[src/rtl/vote_input_conditioner_if.sv]
// Raw button/mode inputs and conditioned outputs between the front panel
// and the vote conditioner. The conditioner is the slave side.
interface vote_input_conditioner_if;
   logic mode_in;
   logic button1_in;
   logic button2_in;
   logic button3_in;
   logic button4_in;
   logic mode;
   logic button1;
   logic button2;
   logic button3;
   logic button4;
   logic reject;
   logic busy;

   modport master (
      output mode_in, button1_in, button2_in, button3_in, button4_in,
      input  mode, button1, button2, button3, button4, reject, busy
   );

   modport slave (
      input  mode_in, button1_in, button2_in, button3_in, button4_in,
      output mode, button1, button2, button3, button4, reject, busy
   );
endinterface

[src/rtl/vote_input_conditioner.sv]
// Synchronises and debounces the candidate buttons and mode switch.
// In vote mode each accepted single press becomes one single-cycle vote pulse;
// multi-button presses are refused with a reject pulse. In result mode the
// debounced levels are forwarded unchanged.
//
// state   | meaning
// --------+-----------------------------------------------------------
// IDLE    | ready to accept a new press
// PRESSED | one vote issued, waiting for all buttons to release
// BLOCKED | multi-press refused, waiting for all buttons to release
// HOLDOFF | dead time after release before the next vote is accepted
module vote_input_conditioner #(
   parameter int DEBOUNCE_CYCLES = 16,
   parameter int HOLDOFF_CYCLES  = 32
) (
   input  logic clock,
   input  logic reset,
   vote_input_conditioner_if.slave bus
);
   localparam int CW = $clog2(DEBOUNCE_CYCLES);
   localparam int HW = $clog2(HOLDOFF_CYCLES + 1);
   localparam logic [CW-1:0] CNT_LAST  = CW'(DEBOUNCE_CYCLES - 1);
   localparam logic [HW-1:0] HOLD_LAST = HW'(HOLDOFF_CYCLES - 1);

   typedef enum logic [1:0] {IDLE, PRESSED, BLOCKED, HOLDOFF} state_t;

   logic [4:0]    raw;
   logic [4:0]    s1;
   logic [4:0]    s2;
   logic [3:0]    d;
   logic [CW-1:0] cnt [4];
   logic [2:0]    n;
   logic          mode_cur;
   logic          mode_nxt;
   state_t        state;
   state_t        state_nxt;
   logic [HW-1:0] hcnt;
   logic [HW-1:0] hcnt_nxt;
   logic [3:0]    pulse;
   logic [3:0]    pulse_nxt;
   logic          reject_q;
   logic          reject_nxt;

   assign raw = {bus.mode_in, bus.button4_in, bus.button3_in,
                 bus.button2_in, bus.button1_in};

   // Two-flop synchronisers on every raw input.
   always_ff @(posedge clock or negedge reset) begin
      if (!reset) begin
         s1 <= '0;
         s2 <= '0;
      end else begin
         s1 <= raw;
         s2 <= s1;
      end
   end

   // Per-button debounce: level follows s2 only after it has differed for
   // DEBOUNCE_CYCLES consecutive edges.
   always_ff @(posedge clock or negedge reset) begin
      if (!reset) begin
         d <= '0;
         for (int i = 0; i < 4; i++) cnt[i] <= '0;
      end else begin
         for (int i = 0; i < 4; i++) begin
            if (s2[i] != d[i]) begin
               if (cnt[i] == CNT_LAST) begin
                  d[i]   <= s2[i];
                  cnt[i] <= '0;
               end else begin
                  cnt[i] <= cnt[i] + 1'b1;
               end
            end else begin
               cnt[i] <= '0;
            end
         end
      end
   end

   // Number of debounced buttons currently held.
   always_comb begin
      n = 3'(d[0]) + 3'(d[1]) + 3'(d[2]) + 3'(d[3]);
   end

   // mode_nxt is the value the mode register takes on the coming edge, so a
   // mode change governs the FSM on the very edge where mode itself changes.
   assign mode_cur = s2[4];
   assign mode_nxt = s1[4];

   // FSM, hold-off counter and registered pulse outputs.
   always_ff @(posedge clock or negedge reset) begin
      if (!reset) begin
         state    <= IDLE;
         hcnt     <= '0;
         pulse    <= '0;
         reject_q <= 1'b0;
      end else begin
         state    <= state_nxt;
         hcnt     <= hcnt_nxt;
         pulse    <= pulse_nxt;
         reject_q <= reject_nxt;
      end
   end

   // Next-state logic; entering vote mode with buttons already held skips
   // the pulse so a press carried across the switch never votes.
   always_comb begin
      state_nxt  = state;
      hcnt_nxt   = hcnt;
      pulse_nxt  = '0;
      reject_nxt = 1'b0;
      if (mode_nxt) begin
         state_nxt = IDLE;
         hcnt_nxt  = '0;
      end else if (mode_cur) begin
         hcnt_nxt = '0;
         if (n == 3'd1)       state_nxt = PRESSED;
         else if (n >= 3'd2)  state_nxt = BLOCKED;
         else                 state_nxt = IDLE;
      end else begin
         case (state)
            IDLE: begin
               if (n == 3'd1) begin
                  state_nxt = PRESSED;
                  pulse_nxt = d;
               end else if (n >= 3'd2) begin
                  state_nxt  = BLOCKED;
                  reject_nxt = 1'b1;
               end
            end
            PRESSED, BLOCKED: begin
               if (n == 3'd0) begin
                  state_nxt = HOLDOFF;
                  hcnt_nxt  = '0;
               end
            end
            HOLDOFF: begin
               if (n != 3'd0) begin
                  hcnt_nxt = '0;
               end else if (hcnt == HOLD_LAST) begin
                  state_nxt = IDLE;
                  hcnt_nxt  = '0;
               end else begin
                  hcnt_nxt = hcnt + 1'b1;
               end
            end
            default: begin
               state_nxt = IDLE;
               hcnt_nxt  = '0;
            end
         endcase
      end
   end

   assign bus.mode    = mode_cur;
   assign bus.button1 = mode_cur ? d[0] : pulse[0];
   assign bus.button2 = mode_cur ? d[1] : pulse[1];
   assign bus.button3 = mode_cur ? d[2] : pulse[2];
   assign bus.button4 = mode_cur ? d[3] : pulse[3];
   assign bus.reject  = reject_q & ~mode_cur;
   assign bus.busy    = (state != IDLE) & ~mode_cur;
endmodule

[src/flat_wrapper.sv]
// flat-port wrapper written by rule: the top's interface ports become plain ports
module vote_input_conditioner_flat 
#(
   parameter int DEBOUNCE_CYCLES = 16,
   parameter int HOLDOFF_CYCLES  = 32
)
  (clock, reset, bus_mode_in, bus_button1_in, bus_button2_in, bus_button3_in, bus_button4_in, bus_mode, bus_button1, bus_button2, bus_button3, bus_button4, bus_reject, bus_busy);
  vote_input_conditioner_if bus_i ();
  input  logic clock;
  input  logic reset;
  input wire logic [$bits(bus_i.mode_in)-1:0] bus_mode_in;
  input wire logic [$bits(bus_i.button1_in)-1:0] bus_button1_in;
  input wire logic [$bits(bus_i.button2_in)-1:0] bus_button2_in;
  input wire logic [$bits(bus_i.button3_in)-1:0] bus_button3_in;
  input wire logic [$bits(bus_i.button4_in)-1:0] bus_button4_in;
  output wire logic [$bits(bus_i.mode)-1:0] bus_mode;
  output wire logic [$bits(bus_i.button1)-1:0] bus_button1;
  output wire logic [$bits(bus_i.button2)-1:0] bus_button2;
  output wire logic [$bits(bus_i.button3)-1:0] bus_button3;
  output wire logic [$bits(bus_i.button4)-1:0] bus_button4;
  output wire logic [$bits(bus_i.reject)-1:0] bus_reject;
  output wire logic [$bits(bus_i.busy)-1:0] bus_busy;
  assign bus_i.mode_in = bus_mode_in;
  assign bus_i.button1_in = bus_button1_in;
  assign bus_i.button2_in = bus_button2_in;
  assign bus_i.button3_in = bus_button3_in;
  assign bus_i.button4_in = bus_button4_in;
  assign bus_mode = bus_i.mode;
  assign bus_button1 = bus_i.button1;
  assign bus_button2 = bus_i.button2;
  assign bus_button3 = bus_i.button3;
  assign bus_button4 = bus_i.button4;
  assign bus_reject = bus_i.reject;
  assign bus_busy = bus_i.busy;
  vote_input_conditioner #(.DEBOUNCE_CYCLES(DEBOUNCE_CYCLES), .HOLDOFF_CYCLES(HOLDOFF_CYCLES)) u_core (.clock(clock), .reset(reset), .bus(bus_i));
endmodule
[config.mk]
export PLATFORM = sky130hd
export DESIGN_NAME = vote_input_conditioner_flat
export DESIGN_NICKNAME = d
export VERILOG_FILES = /design/src/rtl/vote_input_conditioner_if.sv /design/src/rtl/vote_input_conditioner.sv /design/src/flat_wrapper.sv
export SDC_FILE = /design/constraint.sdc
export NUM_CORES = 1
export LEC_CHECK = 0
export ABC_AREA = 1
export CORE_MARGIN = 5
export CORE_UTILIZATION = 50
export CTS_CLUSTER_SIZE = 8
export DETAILED_ROUTE_END_ITERATION = 6
export PLACE_DENSITY = 0.71
export SYNTH_ARGS = -nofsm -noshare
export SYNTH_HDL_FRONTEND = slang
export SYNTH_SLANG_ARGS = --single-unit
[constraint.sdc]
create_clock -name clock -period 3.95 [get_ports clock]
set_clock_uncertainty 0.05 [all_clocks]
set_input_delay 0.79 -clock clock [delete_from_list [all_inputs] [get_ports clock]]
set_output_delay 0.79 -clock clock [all_outputs]
set_load 0.1 [all_outputs]
==> impl_metrics.yaml, run 1 <==
outcome:
  status: "complete, no violations"
setup_path:
  worst_ep_arrival_time_ns: 2.07
  r2r_start: "u_core.d[0]"
  critPathLaunch: "u_core.s2[4]"
  critical_path_class: "reg2out"
  reg2reg_slack_ns: 1.49
  cp-end-kind: "output pin"
  start_kind: "register"
  cp_max_fo: 7
  cp.required_ns: 3.11
  endpoint: "bus_reject"
  r2r_end: "u_core.state[0]"
  r2r_cells: 12
die:
  die_w_um: 74.6
  rows: 23
  start_util_pct: 51.8
  die_y_um: 74.6
  coreArea_um2: 4030
  io_pins: 14
  die_area_um2: 5560
layout:
  fin_nets: 266
  syn_to_final_growth_pct: 13.1
  multiInputGateArea_um2: 888
  drive_gt1_share_pct: 13.3
  n_fill_cell: 388
  layout_commonest_cell: "nand2_1"
  final_cell_mix: "nand2_1 (50), dfrtp_1 (43), nor2_1 (35), inv_1 (27), nand3_1 (18)"
  regArea_um2: 1080
  antenna_cells: 0
  fin_util_pct: 58.6
  fin_area_um2: 2360
  fin_cells: 299
timing:
  rsz0062_at_grt: "no"
  setup-tns-final_ns: 0
  worst_slew_pin_slew_ns: 0.963
  period_needed_ns: 2.91
  hold_slack_ns: 0.301
  relSlewSlack_pct: 35.6
  timing.fmax_ghz: 0.343
  final-hold-violation-count: 0
  slew_viol_final: 0
  setup_viol: 0
  fin_crit_sh_pct: 73.7
min_path:
  min_path_type: "reg2reg"
  worstHoldStart: "u_core.s1[1]"
place:
  io_buffers: 13
  hpwl_um: 2470
  place_inst: 291
  finalWeightedCongestion: 0.829
  place_area_um2: 2260
route:
  avgViaCountPerCell: 4.91
  ant_nets: 0
  first_iter_violations: 65
  drc: 0
  drt-total-wl_um: 3350
  wl_per_cell_um: 11.2
  firstDrtPassIters: 4
  route.vias.total: 1469
yosys:
  synth_top_area_share_pct: 51.6
  ys_types: 24
  synth.largest_area_cell: "dfrtp_1"
  syn_nets: 246
  synth_seq_area_share_pct: 51.6
  synth_area_leaders: "dfrtp_1 (52%), nand2_1 (9.0%), nor2_1 (6.3%), ha_1 (6.0%), inv_1 (4.9%)"
  syn_inst: 228
  syn_avg_cell_area_um2: 9.15
  synth_area_um2: 2090
  synth.ff_latch_count: 43
  yosys_warnings: 0
clock_tree:
  cts.clk_slew.worst_paths_ns: 0.08
  cts_setup_buffers: 0
  clock_path_buffers: 2
  hold_buffers: 0
  clock_sinks: 43
  numCtsBuffers: 5
  htreeDepth: 2
  worstSkewPairLatency_ns: 0.30
  ctsResizeCount: 0
  cts_tree: "yes"
  cts-root-buf: "clkbuf_8"
global_routing:
  grt_max_degree: 44
  overflow: 0
  grt_pass1_wl_um: 6090
  grt_antenna_before_repair: 0
  track_usage_pct: 14.7
  grt_pass1_vias: 1421
run:
  maxCapViolCount: 0
pwr:
  ir_drop_mv: 0.251
  powerDensity_nw_per_um2: 360
  cellLeakagePower_nw: 1.23
==> logic make-up (layout without fill, tap and decap cells) <==
family / Yosys count / in the layout / synth area share (%)
adder cells (fa/ha/maj): 11 / 11 / 6.96
flip-flops: 43 / 43 / 51.6
AND/OR/NAND/NOR: 120 / 120 / 26.9
AO/OA/AOI/OAI: 8 / 8 / 2.04
XOR/XNOR: 12 / 12 / 5.04
buffers and inverters: 31 / 52 / 5.82
multiplexers: 3 / 3 / 1.62
==> layout make-up <==
class	instances	area share, %
flip-flops and latches	43	45.6
multi-input cells	154	37.6
inverters	31	5.14
repair buffers	13	4.77
clock buffers	6	3.50
well taps	50	2.65
clock inverters	2	0.689
==> synthesized netlist by cell type (all sizes together) <==
| cell type | instances |
|---|---|
| xnor2 | 8 |
| xor2 | 4 |
| ha | 10 |
| nand2 | 55 |
| clkinv | 1 |
| fa | 1 |
| dfrtp | 43 |
| nor2 | 41 |
| nand4 | 1 |
| a21boi | 1 |
| nor3 | 1 |
| nand3 | 19 |
| nand3b | 3 |
| mux2 | 3 |
| a21oi | 2 |
| o21ai | 5 |
| inv | 30 |
==> per-layer routing <==
metal / global-route usage, % / part of all wire (%) / wire [um] / vias up
met3: 4.73 / 4.8 / 162 / 6
met5: 0 / 0 / 0 / -
met1: 17.7 / 46 / 1560 / 689
met2: 23.8 / 47 / 1560 / 26
li1: - / - / - / 748
met4: 7.11 / 2.1 / 72 / 0
==> flip-flops by register name, summed over array words and instances (netlist names) <==
name and count:
u_core.cnt 16, u_core.hcnt 6, u_core.s1 5, u_core.s2 5, u_core.d 4, u_core.pulse 4, u_core.state 2, u_core.reject_q 1
==> power breakdown <==
part / leakage (nW) / switching (mW) / internal, mW
Combinational: 0.613 / 0.0540 / 0.0281
Sequential: 0.566 / 0.0126 / 0.457
Clock: 0.0474 / 0.156 / 0.143
Total: 1.23 / 0.223 / 0.627
==> metrics by stage <==
step / setup slack, ns / total power, mW
floorplan: 0.458 / 0.533
global placement: 1.40 / 0.560
detailed placement: 1.37 / 0.562
CTS: 1.02 / 0.861
global route: 0.966 / 0.897
finish: 1.04 / 0.850
==> worst min path at each step <==
| stage | end | slack, ns | depth (start not counted) |
|---|---|---|---|
| floorplan | u_core.s2[0] | 0.28 | 0 |
| global placement | u_core.s2[0] | 0.29 | 0 |
| detailed placement | u_core.s2[1] | 0.29 | 0 |
| CTS | u_core.s2[2] | 0.30 | 0 |
| global route | u_core.s2[1] | 0.31 | 0 |
| finish | u_core.s2[1] | 0.30 | 0 |
==> worst max-delay path, cell delays in order, from the launching register on <==
cell and delay [ns]:
dfrtp_1 0.49, nor2_1 0.14, clkdlybuf4s50_1 1.13
(Power assumes the default switching activity.)
==> inputs of run 2 (changes only) <==
Clock period 3.95 ns to 2.9 ns, I/O delays scaled along.
==> impl_metrics.yaml, run 2 (synthesis gave the netlist of run 1 again) <==
setup_path:
  cp_common_cell: "nand2_1"
  worst_ep_arrival_time_ns: 2.57
  cp.required_ns: 3.04
  reg2reg_slack_ns: 0.47
  cp-end-kind: "register"
  crit_path_top_delay_cell: "fa_1"
  critical_path_class: "reg2reg"
  start_kind: "register"
  cp_max_fo: 7
  crit_path_max_incr_delay_ns: 0.45
  crit_chain: "ha_1, fa_1, ha_1, nor2_1, nand2_1, clkinv_4, nor2_4, nor2_4, nand2_1, nand2_1, inv_1"
pwr:
  internal_power_mw: 0.855
  power.share.combinational_pct: 9.7
  cellLeakagePower_nw: 1.24
  pwr-share-seq_pct: 55.7
  powerDensity_nw_per_um2: 487
  clock_power_share_pct: 34.5
  switching_share_pct: 25.5
  ir_drop_mv: 0.385
  switchingPower_mw: 0.293
clock_tree:
  clock_sinks: 43
  cts-root-buf: "clkbuf_8"
  numCtsBuffers: 5
  clock_path_buffers: 2
  cts.clk_slew.worst_paths_ns: 0.08
  cts_tree: "yes"
  hold_buffers: 0
  htreeDepth: 2
  cts_setup_buffers: 0
  ctsResizeCount: 0
  worstSkewPairLatency_ns: 0.29
route:
  wl_met1_um: 1650
  wl_per_cell_um: 11.2
  firstDrtPassIters: 4
  wl_met2_um: 1510
  drc: 0
  top_layer: "met4"
  route.vias.total: 1450
  avgViaCountPerCell: 4.85
  first_iter_violations: 87
  drt-total-wl_um: 3350
  ant_nets: 0
  met3_length_um: 141
layout:
  syn_to_final_growth_pct: 13.0
  fin_cells: 299
  n_fill_cell: 365
  antenna_cells: 0
  largest_reg_flops: 16
  drive_gt1_share_pct: 14.5
  fin_area_um2: 2360
  multiInputGateArea_um2: 892
  fin_nets: 266
  regArea_um2: 1080
  reg.largest.list: "u_core.cnt x16, u_core.hcnt x6"
  regMostFlops: "u_core.cnt"
  layout_commonest_cell: "nand2_1"
  final_cell_mix: "nand2_1 (50), dfrtp_1 (43), nor2_1 (35), inv_1 (27), nand3_1 (18)"
die:
  start_util_pct: 51.8
  coreArea_um2: 4030
  die_w_um: 74.6
  die_area_um2: 5560
  die_y_um: 74.6
  rows: 23
  io_pins: 14
timing:
  slew_viol_final: 0
  relSlewSlack_pct: 39.4
  setup-tns-final_ns: 0
  period_needed_ns: 2.43
  rsz0062_at_grt: "no"
  fin_crit_sh_pct: 83.8
  worst_slew_pin_slew_ns: 0.910
  setup_viol: 0
  final-hold-violation-count: 0
  timing.fmax_ghz: 0.411
global_routing:
  grt_antenna_before_repair: 0
  grt_pass1_vias: 1396
  grt_max_degree: 44
  overflow: 0
  track_usage_pct: 14.6
  grt_pass1_wl_um: 6110
place:
  place_inst: 291
  hpwl_um: 2460
  io_buffers: 13
  finalWeightedCongestion: 0.792
  place_area_um2: 2260
run:
  maxCapViolCount: 0
outcome:
  status: "complete, no violations"
min_path:
  min_path_type: "reg2reg"
run 2: area by class of cell:
class	instances	area share, %
Clock buffer	6	3.51
Clock inverter	2	0.584
Inverter	31	5.15
Multi-Input combinational cell	154	37.9
Sequential cell	43	45.7
Tap cell	50	2.66
Timing Repair Buffer	13	4.57
run 2: stage by stage:
stage                     power [mW]  hold WS [ns]  utilization [%]  setup slack [ns]
after floorplan                0.727         0.234                -            0.0259
after global placement         0.763         0.283             56.1             0.540
after detailed placement       0.765         0.286             56.1             0.503
after CTS                       1.17         0.304             58.5             0.473
after global routing            1.21         0.307             58.5             0.268
final                           1.15         0.300             58.5             0.469
run 2: routing by layer:
layer / track usage, % / up-vias
met5: 0 / -
met2: 22.2 / 17
met4: 5.34 / 0
met1: 19.9 / 681
met3: 4.05 / 5
li1: - / 747
run 2: power by group through the flow:
stage / sequential [mW] / clock (mW) / combinational, mW
4_1_cts: 0.640 / 0.412 / 0.114
6_report: 0.639 / 0.396 / 0.112
3_5_place_dp: 0.652 / 0 / 0.113
5_1_grt: 0.643 / 0.440 / 0.128
2_1_floorplan: 0.653 / 0 / 0.0736
3_3_place_gp: 0.651 / 0 / 0.112
run 2: final timing paths:
check / from / endpoint / depth (start not counted)
min: u_core.s1[2] / u_core.s2[2] / 0
min in group asynchronous: reset / u_core.cnt[1] / 1
min reg2reg: u_core.s1[2] / u_core.s2[2] / 0
max reg2reg: u_core.d[0] / u_core.hcnt[3] / 11
max: u_core.d[0] / u_core.hcnt[3] / 11
max in group asynchronous: reset / u_core.cnt[6] / 1
run 2: critical path: cells and delay by family, from the launching register on:
kind / cells / cell delay [ns]
and+or+nand+nor: 6 / 0.69
adders and majority gates: 3 / 1.01
DFF: 1 / 0.43
buffers and inverters: 2 / 0.14
